## src/rtl/filter_pkg.sv

```systemverilog
// Shared types for the two-pump filter controller: FSM state type and its external encoding.
package filter_pkg;

    localparam logic [2:0] STATE_IDLE      = 3'd0;
    localparam logic [2:0] STATE_FILL      = 3'd1;
    localparam logic [2:0] STATE_DRAIN_MIN = 3'd2;
    localparam logic [2:0] STATE_DRAIN_MAX = 3'd3;
    localparam logic [2:0] STATE_STOPPING  = 3'd4;
    localparam logic [2:0] STATE_FAULT     = 3'd5;

    typedef enum logic [2:0] {
        StIdle     = STATE_IDLE,
        StFill     = STATE_FILL,
        StDrainMin = STATE_DRAIN_MIN,
        StDrainMax = STATE_DRAIN_MAX,
        StStopping = STATE_STOPPING,
        StFault    = STATE_FAULT
    } state_t;

endpackage

```

## src/rtl/pwm_ramp.sv

```systemverilog
// Duty register for one pump: drops to a lower target at once, climbs to a higher target by
// RAMP_STEP per tick without overshooting.
module pwm_ramp #(
    parameter int unsigned PWM_W     = 8,
    parameter int unsigned RAMP_STEP = 8
) (
    input  logic             clk,
    input  logic             reset_n,
    input  logic             tick,
    input  logic [PWM_W-1:0] target,
    output logic [PWM_W-1:0] duty
);

    localparam logic [PWM_W:0] STEP = (PWM_W + 1)'(RAMP_STEP);

    logic [PWM_W:0]   sum;
    logic [PWM_W-1:0] duty_d;

    always_comb begin
        // One extra bit so the step can never wrap past the target.
        sum    = {1'b0, duty} + STEP;
        duty_d = duty;
        if (target < duty) begin
            duty_d = target;
        end else if (target > duty && tick) begin
            duty_d = (sum > {1'b0, target}) ? target : sum[PWM_W-1:0];
        end
    end

    always_ff @(posedge clk or negedge reset_n) begin
        if (!reset_n) begin
            duty <= '0;
        end else begin
            duty <= duty_d;
        end
    end

endmodule

```

## src/rtl/filter_ctrl.sv

```systemverilog
// Fill/drain pump sequencer with slew-limited duty, stop timeout and latched fault.
// Define FILTER_DEBOUNCE_EN to synchronise and debounce is_empty before the FSM uses it.
module filter_ctrl
    import filter_pkg::*;
#(
    parameter int unsigned     STATUS_W            = 4,
    parameter int unsigned     PWM_W               = 8,
    parameter int unsigned     PWM_MAX             = 230,
    parameter int unsigned     PWM_MIN             = 77,
    parameter longint unsigned FILL_CYCLES         = 64'd6_000_000_000,
    parameter longint unsigned MIN_CYCLES          = 64'd250_000_000,
    parameter longint unsigned STOP_TIMEOUT_CYCLES = 64'd500_000_000,
    parameter int unsigned     RAMP_STEP           = 8,
    parameter int unsigned     RAMP_DIV            = 50_000,
    parameter longint unsigned DEBOUNCE_CYCLES     = 64'd1_000_000
) (
    input  logic                clk,
    input  logic                reset_n,
    input  logic                enable,
    input  logic [STATUS_W-1:0] status_data,
    input  logic [STATUS_W-1:0] status_mask,
    input  logic                is_empty,
    input  logic                fault_clr,
    output logic [PWM_W-1:0]    pwm_duty_a,
    output logic [PWM_W-1:0]    pwm_duty_b,
    output logic [2:0]          state_o,
    output logic                fault
);

    if (PWM_MIN >= PWM_MAX || RAMP_STEP < 1 || RAMP_DIV < 1 || DEBOUNCE_CYCLES < 1) begin : g_bad_cfg
        $error("filter_ctrl: invalid parameter set");
    end

    localparam longint unsigned MAX_FM  = (FILL_CYCLES > MIN_CYCLES) ? FILL_CYCLES : MIN_CYCLES;
    localparam longint unsigned MAX_CYC =
        (MAX_FM > STOP_TIMEOUT_CYCLES) ? MAX_FM : STOP_TIMEOUT_CYCLES;
    localparam int unsigned TW = $clog2(MAX_CYC + 1);
    localparam int unsigned PW = (RAMP_DIV > 1) ? $clog2(RAMP_DIV) : 1;

    localparam logic [TW-1:0]    FILL_EXP = TW'(FILL_CYCLES - 1);
    localparam logic [TW-1:0]    MIN_EXP  = TW'(MIN_CYCLES - 1);
    localparam logic [TW-1:0]    STOP_EXP = TW'(STOP_TIMEOUT_CYCLES - 1);
    localparam logic [PWM_W-1:0] PWM_HI   = PWM_W'(PWM_MAX);
    localparam logic [PWM_W-1:0] PWM_LO   = PWM_W'(PWM_MIN);

    state_t           state_q, state_d;
    logic [TW-1:0]    timer_q;
    logic [PW-1:0]    presc_q;
    logic             fault_q;
    logic             tick;
    logic             critical;
    logic             empty_lvl;
    logic [PWM_W-1:0] target_a, target_b;

    assign critical = |(status_data & status_mask);

`ifdef FILTER_DEBOUNCE_EN
    localparam int unsigned DW = $clog2(DEBOUNCE_CYCLES + 1);

    logic          sync_q1, sync_q2, deb_q;
    logic [DW-1:0] deb_cnt_q;

    // Counter runs only while the synchronised input disagrees with the debounced level.
    always_ff @(posedge clk or negedge reset_n) begin
        if (!reset_n) begin
            sync_q1   <= 1'b0;
            sync_q2   <= 1'b0;
            deb_q     <= 1'b0;
            deb_cnt_q <= '0;
        end else begin
            sync_q1 <= is_empty;
            sync_q2 <= sync_q1;
            if (sync_q2 == deb_q) begin
                deb_cnt_q <= '0;
            end else if (deb_cnt_q == DW'(DEBOUNCE_CYCLES - 1)) begin
                deb_q     <= sync_q2;
                deb_cnt_q <= '0;
            end else begin
                deb_cnt_q <= deb_cnt_q + DW'(1);
            end
        end
    end

    assign empty_lvl = deb_q;
`else
    assign empty_lvl = is_empty;
`endif

    assign tick = (presc_q == PW'(RAMP_DIV - 1));

    always_ff @(posedge clk or negedge reset_n) begin
        if (!reset_n) begin
            presc_q <= '0;
        end else begin
            presc_q <= tick ? '0 : presc_q + PW'(1);
        end
    end

    always_comb begin
        state_d = state_q;
        case (state_q)
            StIdle:     if (enable && critical) state_d = StFill;
            StFill: begin
                if (!enable)                    state_d = StStopping;
                else if (timer_q == FILL_EXP)   state_d = StDrainMin;
            end
            StDrainMin: begin
                if (!enable || !critical)       state_d = StStopping;
                else if (empty_lvl)             state_d = StFill;
                else if (timer_q == MIN_EXP)    state_d = StDrainMax;
            end
            StDrainMax: begin
                if (!enable || !critical)       state_d = StStopping;
                else if (empty_lvl)             state_d = StFill;
            end
            StStopping: begin
                if (empty_lvl)                  state_d = StIdle;
                else if (timer_q == STOP_EXP)   state_d = StFault;
            end
            StFault:    if (fault_clr) state_d = StIdle;
            default:    state_d = StIdle;
        endcase
    end

    always_ff @(posedge clk or negedge reset_n) begin
        if (!reset_n) begin
            state_q <= StIdle;
            timer_q <= '0;
            fault_q <= 1'b0;
        end else begin
            state_q <= state_d;
            if (state_d != state_q) begin
                timer_q <= '0;
            end else if (timer_q != '1) begin
                timer_q <= timer_q + TW'(1);
            end
            fault_q <= (state_d == StFault);
        end
    end

    always_comb begin
        target_a = '0;
        target_b = '0;
        case (state_q)
            StFill:                 target_a = PWM_HI;
            StDrainMin:             target_b = PWM_LO;
            StDrainMax, StStopping: target_b = PWM_HI;
            default: ;
        endcase
    end

    pwm_ramp #(
        .PWM_W    (PWM_W),
        .RAMP_STEP(RAMP_STEP)
    ) u_ramp_a (
        .clk    (clk),
        .reset_n(reset_n),
        .tick   (tick),
        .target (target_a),
        .duty   (pwm_duty_a)
    );

    pwm_ramp #(
        .PWM_W    (PWM_W),
        .RAMP_STEP(RAMP_STEP)
    ) u_ramp_b (
        .clk    (clk),
        .reset_n(reset_n),
        .tick   (tick),
        .target (target_b),
        .duty   (pwm_duty_b)
    );

    assign state_o = state_q;
    assign fault   = fault_q;

endmodule
```

## config.mk

```make
export PLATFORM = sky130hd
export DESIGN_NAME = filter_ctrl
export DESIGN_NICKNAME = d
export VERILOG_FILES = /design/src/rtl/filter_pkg.sv /design/src/rtl/pwm_ramp.sv /design/src/rtl/filter_ctrl.sv
export SDC_FILE = /design/constraint.sdc
export NUM_CORES = 1
export LEC_CHECK = 0
export ABC_CLOCK_PERIOD_IN_PS = 3000
export CAP_MARGIN = 10
export CORE_ASPECT_RATIO = 1.1
export CORE_MARGIN = 2
export CORE_UTILIZATION = 30
export DETAILED_ROUTE_END_ITERATION = 16
export SYNTH_ARGS = -nofsm -noshare
export SYNTH_HDL_FRONTEND = slang
export SYNTH_SLANG_ARGS = --single-unit
export TNS_END_PERCENT = 100
```

## constraint.sdc

```tcl
create_clock -name clk -period 3 [get_ports clk]
set_clock_uncertainty 0.15 [all_clocks]
set_input_delay 0.3 -clock clk [delete_from_list [all_inputs] [get_ports clk]]
set_output_delay 0.3 -clock clk [all_outputs]
set_load 0.05 [all_outputs]
```

# [Word-level counts from Yosys, hierarchy flattened]
# Cells that the tools add are included.
[totals] register_bits=69 latchBits=0 ram_bits=0 romBits=0 output_inout_bits=20 wordCells=64 mem_count=0
[classes] add_sub_neg=4 n_mul=0 div_mod_pow=0 order_cmp=6 eq_ne=12 shift=0 muxes=23 bitwise=1 reduce_logical=12
[op_table] op="$mux 33" n=2
[op_table] op="$mux 8" n=7
[op_table] op="$add 33x1->33 const B" n=1
[op_table] op="$eq 33x28->1 const B" n=1
[op_table] op="$eq 33x29->1 const B" n=1
[op_table] op="$eq 33x33->1 const B" n=1
[op_table] op="$mux 3" n=11
[op_table] op="$ne 33x33->1 const B" n=1
[op_table] op="$add 8x4->9 const B" n=2
[op_table] op="$gt 9x8->1" n=2
[op_table] op="$pmux 3 s6" n=1
[op_table] op="$add 16x1->16 const B" n=1
[op_table] op="$eq 16x16->1 const B" n=1
[op_table] op="$gt 8x8->1" n=2
[op_table] op="$lt 8x8->1" n=2
[op_table] op="$mux 16" n=1
[op_table] op="$pmux 8 s2" n=1
[op_table] op="$eq 3x3->1 const B" n=3
[op_table] op="$eq 3x2->1 const B" n=2
[op_table] op="$reduce_bool 2->1" n=3
[op_table] op="$and 4x4->4" n=1
[op_table] op="$reduce_or 4->1" n=1
[op_table] op="$eq 3x1->1 const B" n=1
[op_table] op="$logic_and 1x1->1" n=3
[op_table] op="5 further kinds" n=6

# [Longest topological paths before layout]
[depth] depth_word=8 ltp_mapped=14 ltp_nobuf=13

# [Cells and area by module]
# From an unflattened synthesis, not the netlist that was laid out.
[unflattened] cells_unflattened=537 hier_area_um2=4926.0
[by_module_without_submodules] mod="filter_ctrl" instances=1 cells_each=325 area_per_inst_um2=3109.2 seq_area_each_um2=1326.3
[by_module_without_submodules] mod="pwm_ramp" instances=2 cells_each=106 area_per_inst_um2=908.4 seq_area_each_um2=200.2

# [Least setup slack after synthesis]
# OpenSTA, ideal clock, no wires.
[synth_path] path_kind="register to register" startpoint="reg state_q[2], in the netlist state_o[2]" endpoint="reg u_ramp_b.duty[3]" setup_ns=0.124 arrival_time_ns=3.183 setup_slack_ns=-0.457 path_stages_with_launch=11 period_less_slack_ns=3.457 cell_sequence="dfrtp_1 clkbuf_1 o22a_1 inv_1 nor2_1 inv_1 ha_1 nand4b_1 o31ai_1 o21bai_2 a211o_1"
[synth_via] elab_chain_len=7 elab_cells_between_ends=13 classes_between="order compare (3); eq/ne (3); mux (4); reduce/logical (3)"
[synth_rtl] item="start: declaration" line_no="filter_ctrl.sv:46" text="state_t state_q, state_d;"
[synth_rtl] item="start signal: assignment" line_no="filter_ctrl.sv:127" text="state_q <= StIdle;"
[synth_rtl] item="start signal: assignment" line_no="filter_ctrl.sv:131" text="state_q <= state_d;"
[synth_rtl] item="$eq 3x3->1 or $eq 3x2->1 (tied branches)" line_no="filter_ctrl.sv:144" text="case (state_q)"
[synth_rtl] item="$reduce_or 2->1" line_no="filter_ctrl.sv:144"
[synth_rtl] item="$pmux 8 s2 (*)" line_no="filter_ctrl.sv:144"
[synth_rtl] item="$gt 9x8->1" line_no="pwm_ramp.sv:26" text="duty_d = (sum > {1'b0, target}) ? target : sum[PWM_W-1:0];"
[synth_rtl] item="$mux 8" line_no="pwm_ramp.sv:26"
[synth_rtl] item="$mux 8" line_no="pwm_ramp.sv:25" text="end else if (target > duty && tick) begin"
[synth_rtl] item="$mux 8" line_no="pwm_ramp.sv:23" text="if (target < duty) begin"
[synth_rtl] item="end signal: assignment" line_no="pwm_ramp.sv:34" text="duty <= duty_d;"
[synth_rtl] item="end: declaration" line_no="pwm_ramp.sv:11" text="output logic [PWM_W-1:0] duty"
# Mark *: on every way between the ends. The rest lies on a longest branch, timed or not. The select of a mux whose other input is x is not followed.
# A chain may end at the register's enable or synchronous reset.

# [Final worst setup path]
[layout_path] startpoint="reg state_q[1], in the netlist state_o[1]" endpoint="reg u_ramp_b.duty[5]"
# The elaborated chain is that of the path after synthesis.

==> qor.txt <==
Die Span Y: 128.9 um
Seq pwr share: 25.6%
Synth Register Bits: 67
Vias per cell: 4.975
Fin. max-slew vios: 0
Mapped cell area: 0.004253 mm^2
Fin. Hold Viols: 0
Post-synth top flop: dfrtp_1
Worst endpoint required time: 3.12 ns
Clock slew at reported path FFs: 0.06 ns
Placer congestion estimate: 0.8562
Distinct cells, synth: 61
Post-synth top area share: 39.42%
WHS: 0.2823 ns
Synth cell count leaders: 67 x dfrtp_1, 55 x nor2_1, 42 x nand2_1
Vias in the first global route: 3539
Largest net degree at the start of global routing: 52
I/O Pins: 33
Pre-Repair DR Iteration Count: 4
Critical path launch point type: flop
R2R depth: 11
Slowest-stage cell, CP: or4_1
Final Core Density: 38.27%
CP bufs+invs: 2
Max-cap viol count: 0
Cells after synthesis: 456
Worst Tran Pin Value: 0.5794 ns
CORE AREA: 0.01385 mm^2
Worst-path fanout max: 10
Post-Synth Adder-Cell Area: 8.238%
Core Rows: 45
H-tree Lvls: 3
PortBufs: 31
Clock Sinks: 67
Die W: 117.5 um
Drt drc: 0
DRT Wirelength: 10200 um
Ys Warns: 0
Comb power frac: 52.6%
Area growth from synthesis to layout: 24.65%
Xor/xnor share of the synthesized area: 10.30%
Max incr delay on CP: 0.48 ns
Synthesized-area fraction occupied by and/or/nand/nor cells: 26.27%
Total power: 4.391 mW
ANT cells: 0
Root Buffer: clkbuf_16
Num CTS Buffers: 9
Starting density of the core: 30.70%
Worst-path cell chain: or3b_4 -> inv_2 -> nor2_4 -> ha_1 -> or4_1 -> a21oi_1 -> a211oi_2 -> buf_4 -> o31ai_1 -> a22oi_1 -> o2bb2ai_1
# setup viols final: 0
Worst path arrival time: 3.04 ns
Outcome: completed
Cell internal pwr: 2.520 mW
Share of layout cells above drive strength 1: 13.63%
Seq/Total Area, Yosys: 39.42%
First-pass GRT wire length: 17170 um
DP HPWL: 7523 um
CP delay by family, top: simple AND/OR/NAND/NOR gates
Drt wl/cell: 14.39 um
FF-to-FF End: u_ramp_b.duty[5]
Antenna Violating Nets Remaining: 0
Reg-to-reg startpoint: state_o[1]
Fmax: 341.6 MHz
Final cell count without fillers: 709
Crit Path Category: reg2reg
Compound-gate portion of the synthesized area: 10.09%
Vias: 3527
R2R setup slack: 0.07 ns
Slew headroom: 61.33%
Syn Area/Cell: 9.326 um^2
Final #Nets: 558
Static leakage: 2.343 nW
Asr flop ratio synth: 100.0%
Clock buffer depth: 2
CTS tree: yes
Die footprint: 0.01515 mm^2
Post-synthesis mux area share: 1.883%
Fin Setup TNS: 0 ns
Clock latency on the worst-skew pair: 0.34 ns
Number of synthesized flops with an enable pin: 0
HP Class: in2async
Final period util: 97.57%
Min cycle time layout: 2.927 ns
Post-Place Cells: 691
Crit. End Element: flop
Sw frac: 42.61%
Dominant cell type by area after synthesis: dfrtp_1
Most frequent cell after synthesis: dfrtp_1
Peak VDD IR: 0.3605 mV
Initial antenna violation count: 0
Pwr Density: 828.2 mW/mm^2
Synth top area cells: dfrtp_1 39%, ha_1 8.2%, xor2_1 5.6%
Global route overflow: 0
Clock power share: 21.8%
Syn nets: 497
Largest family of logic cells by synthesized area: simple AND/OR/NAND/NOR gates
GRT Overall Usage: 14.01%
Initial DRC Count: 195
Sw Pwr: 1.871 mW
## how the worst max path moves through the flow
stage / from / endpoint / slack, ns / cells past startpoint
3_5_place_dp: state_o[1] / u_ramp_a.duty[5] / -0.01 / 9
2_1_floorplan: state_o[0] / u_ramp_b.duty[3] / -0.05 / 11
5_1_grt: state_o[0] / u_ramp_b.duty[5] / -0.07 / 13
6_report: state_o[1] / u_ramp_b.duty[5] / 0.07 / 11
3_3_place_gp: state_o[1] / u_ramp_a.duty[6] / 0.14 / 10
4_1_cts: state_o[0] / u_ramp_b.duty[3] / 0.06 / 10
## cells by family after synthesis
logic type                 count (synthesis)
and+or+nand+nor                          209
DFF                                       67
AOI/OAI and AO/OA                         60
xor gates and xnor gates                  50
buffers and inverters                     33
adders and majority gates                 28
muxes                                      8
other                                      1
## sequential cells by signal, indices dropped and copies added, names as in the netlist
| name | count |
|---|---|
| fault | 1 |
| timer_q | 33 |
| u_ramp_a.duty | 6 |
| u_ramp_b.duty | 8 |
| state_o | 3 |
| presc_q | 16 |
## layout by cell type (no fill, tap or decap), types with 3 or more instances in the layout
master / count
inv_1: 18
nand2_1: 42
clkbuf_16: 9
clkdlybuf4s50_1: 30
dfrtp_1: 62
nor2b_1: 7
o21a_1: 3
a211oi_1: 3
nor4b_1: 4
and4_1: 8
and3_1: 14
buf_4: 28
ha_1: 27
xor2_1: 27
inv_2: 4
mux2i_1: 8
xnor2_1: 22
nand4b_1: 6
dfrtp_2: 5
nor2_1: 53
nor3_1: 7
nor4_1: 4
nand3b_1: 5
nand4_1: 7
clkbuf_1: 3
a21oi_1: 11
a21o_1: 4
nand3_1: 26
o21ai_0: 8
## timing repair
item,4_1_cts,5_1_grt
gates resized for setup,1,12
setup buffers,0,2
hold buffers,1,0
endpoints found under the hold margin,16,0
pin swaps,0,2
setup endpoints to repair,2,12
## final cells by class
type                            instances  area [um^2]
Clock buffer                           13        250.2
Timing Repair Buffer                   61        545.5
Fill cell                            1399         8549
Clock inverter                          2        12.51
Multi-Input combinational cell        356         2492
Tap cell                              188        235.2
Inverter                               22        82.58
Sequential cell                        67         1683
## power groups by stage
stage / combinational [mW] / sequential, mW / clock [mW]
3_3_place_gp: 2.13 / 1.14 / 0
5_1_grt: 2.51 / 1.14 / 1.04
6_report: 2.31 / 1.13 / 0.957
4_1_cts: 2.23 / 1.12 / 0.995
3_5_place_dp: 2.20 / 1.14 / 0
2_1_floorplan: 1.35 / 1.34 / 0
## stage by stage
step           setup WS, ns  cell area (um^2)
2_1_floorplan      -0.05111              4285
3_3_place_gp         0.1380              4959
3_5_place_dp       -0.01025              4959
4_1_cts             0.06022              5236
5_1_grt            -0.07099              5301
6_report            0.07278              5301
## worst reg2reg max path, cell delays in order, from the launching register on
cell and delay [ns]:
dfrtp_2 0.44, or3b_4 0.41, inv_2 0.11, nor2_4 0.06, ha_1 0.21, or4_1 0.49
a21oi_1 0.17, a211oi_2 0.11, buf_4 0.17, o31ai_1 0.26, a22oi_1 0.11, o2bb2ai_1 0.16
## metal layers
| metal | share of wire (%) | global-route usage (%) | up-vias |
|---|---|---|---|
| met1 | 45 | 17.19 | 1724 |
| met2 | 50 | 23.94 | 64 |
| met4 | 0.86 | 4.323 | 0 |
| met3 | 4.3 | 4.167 | 8 |
| li1 | - | - | 1731 |
| met5 | 0 | 0 | - |
(Power assumes the default switching activity.)
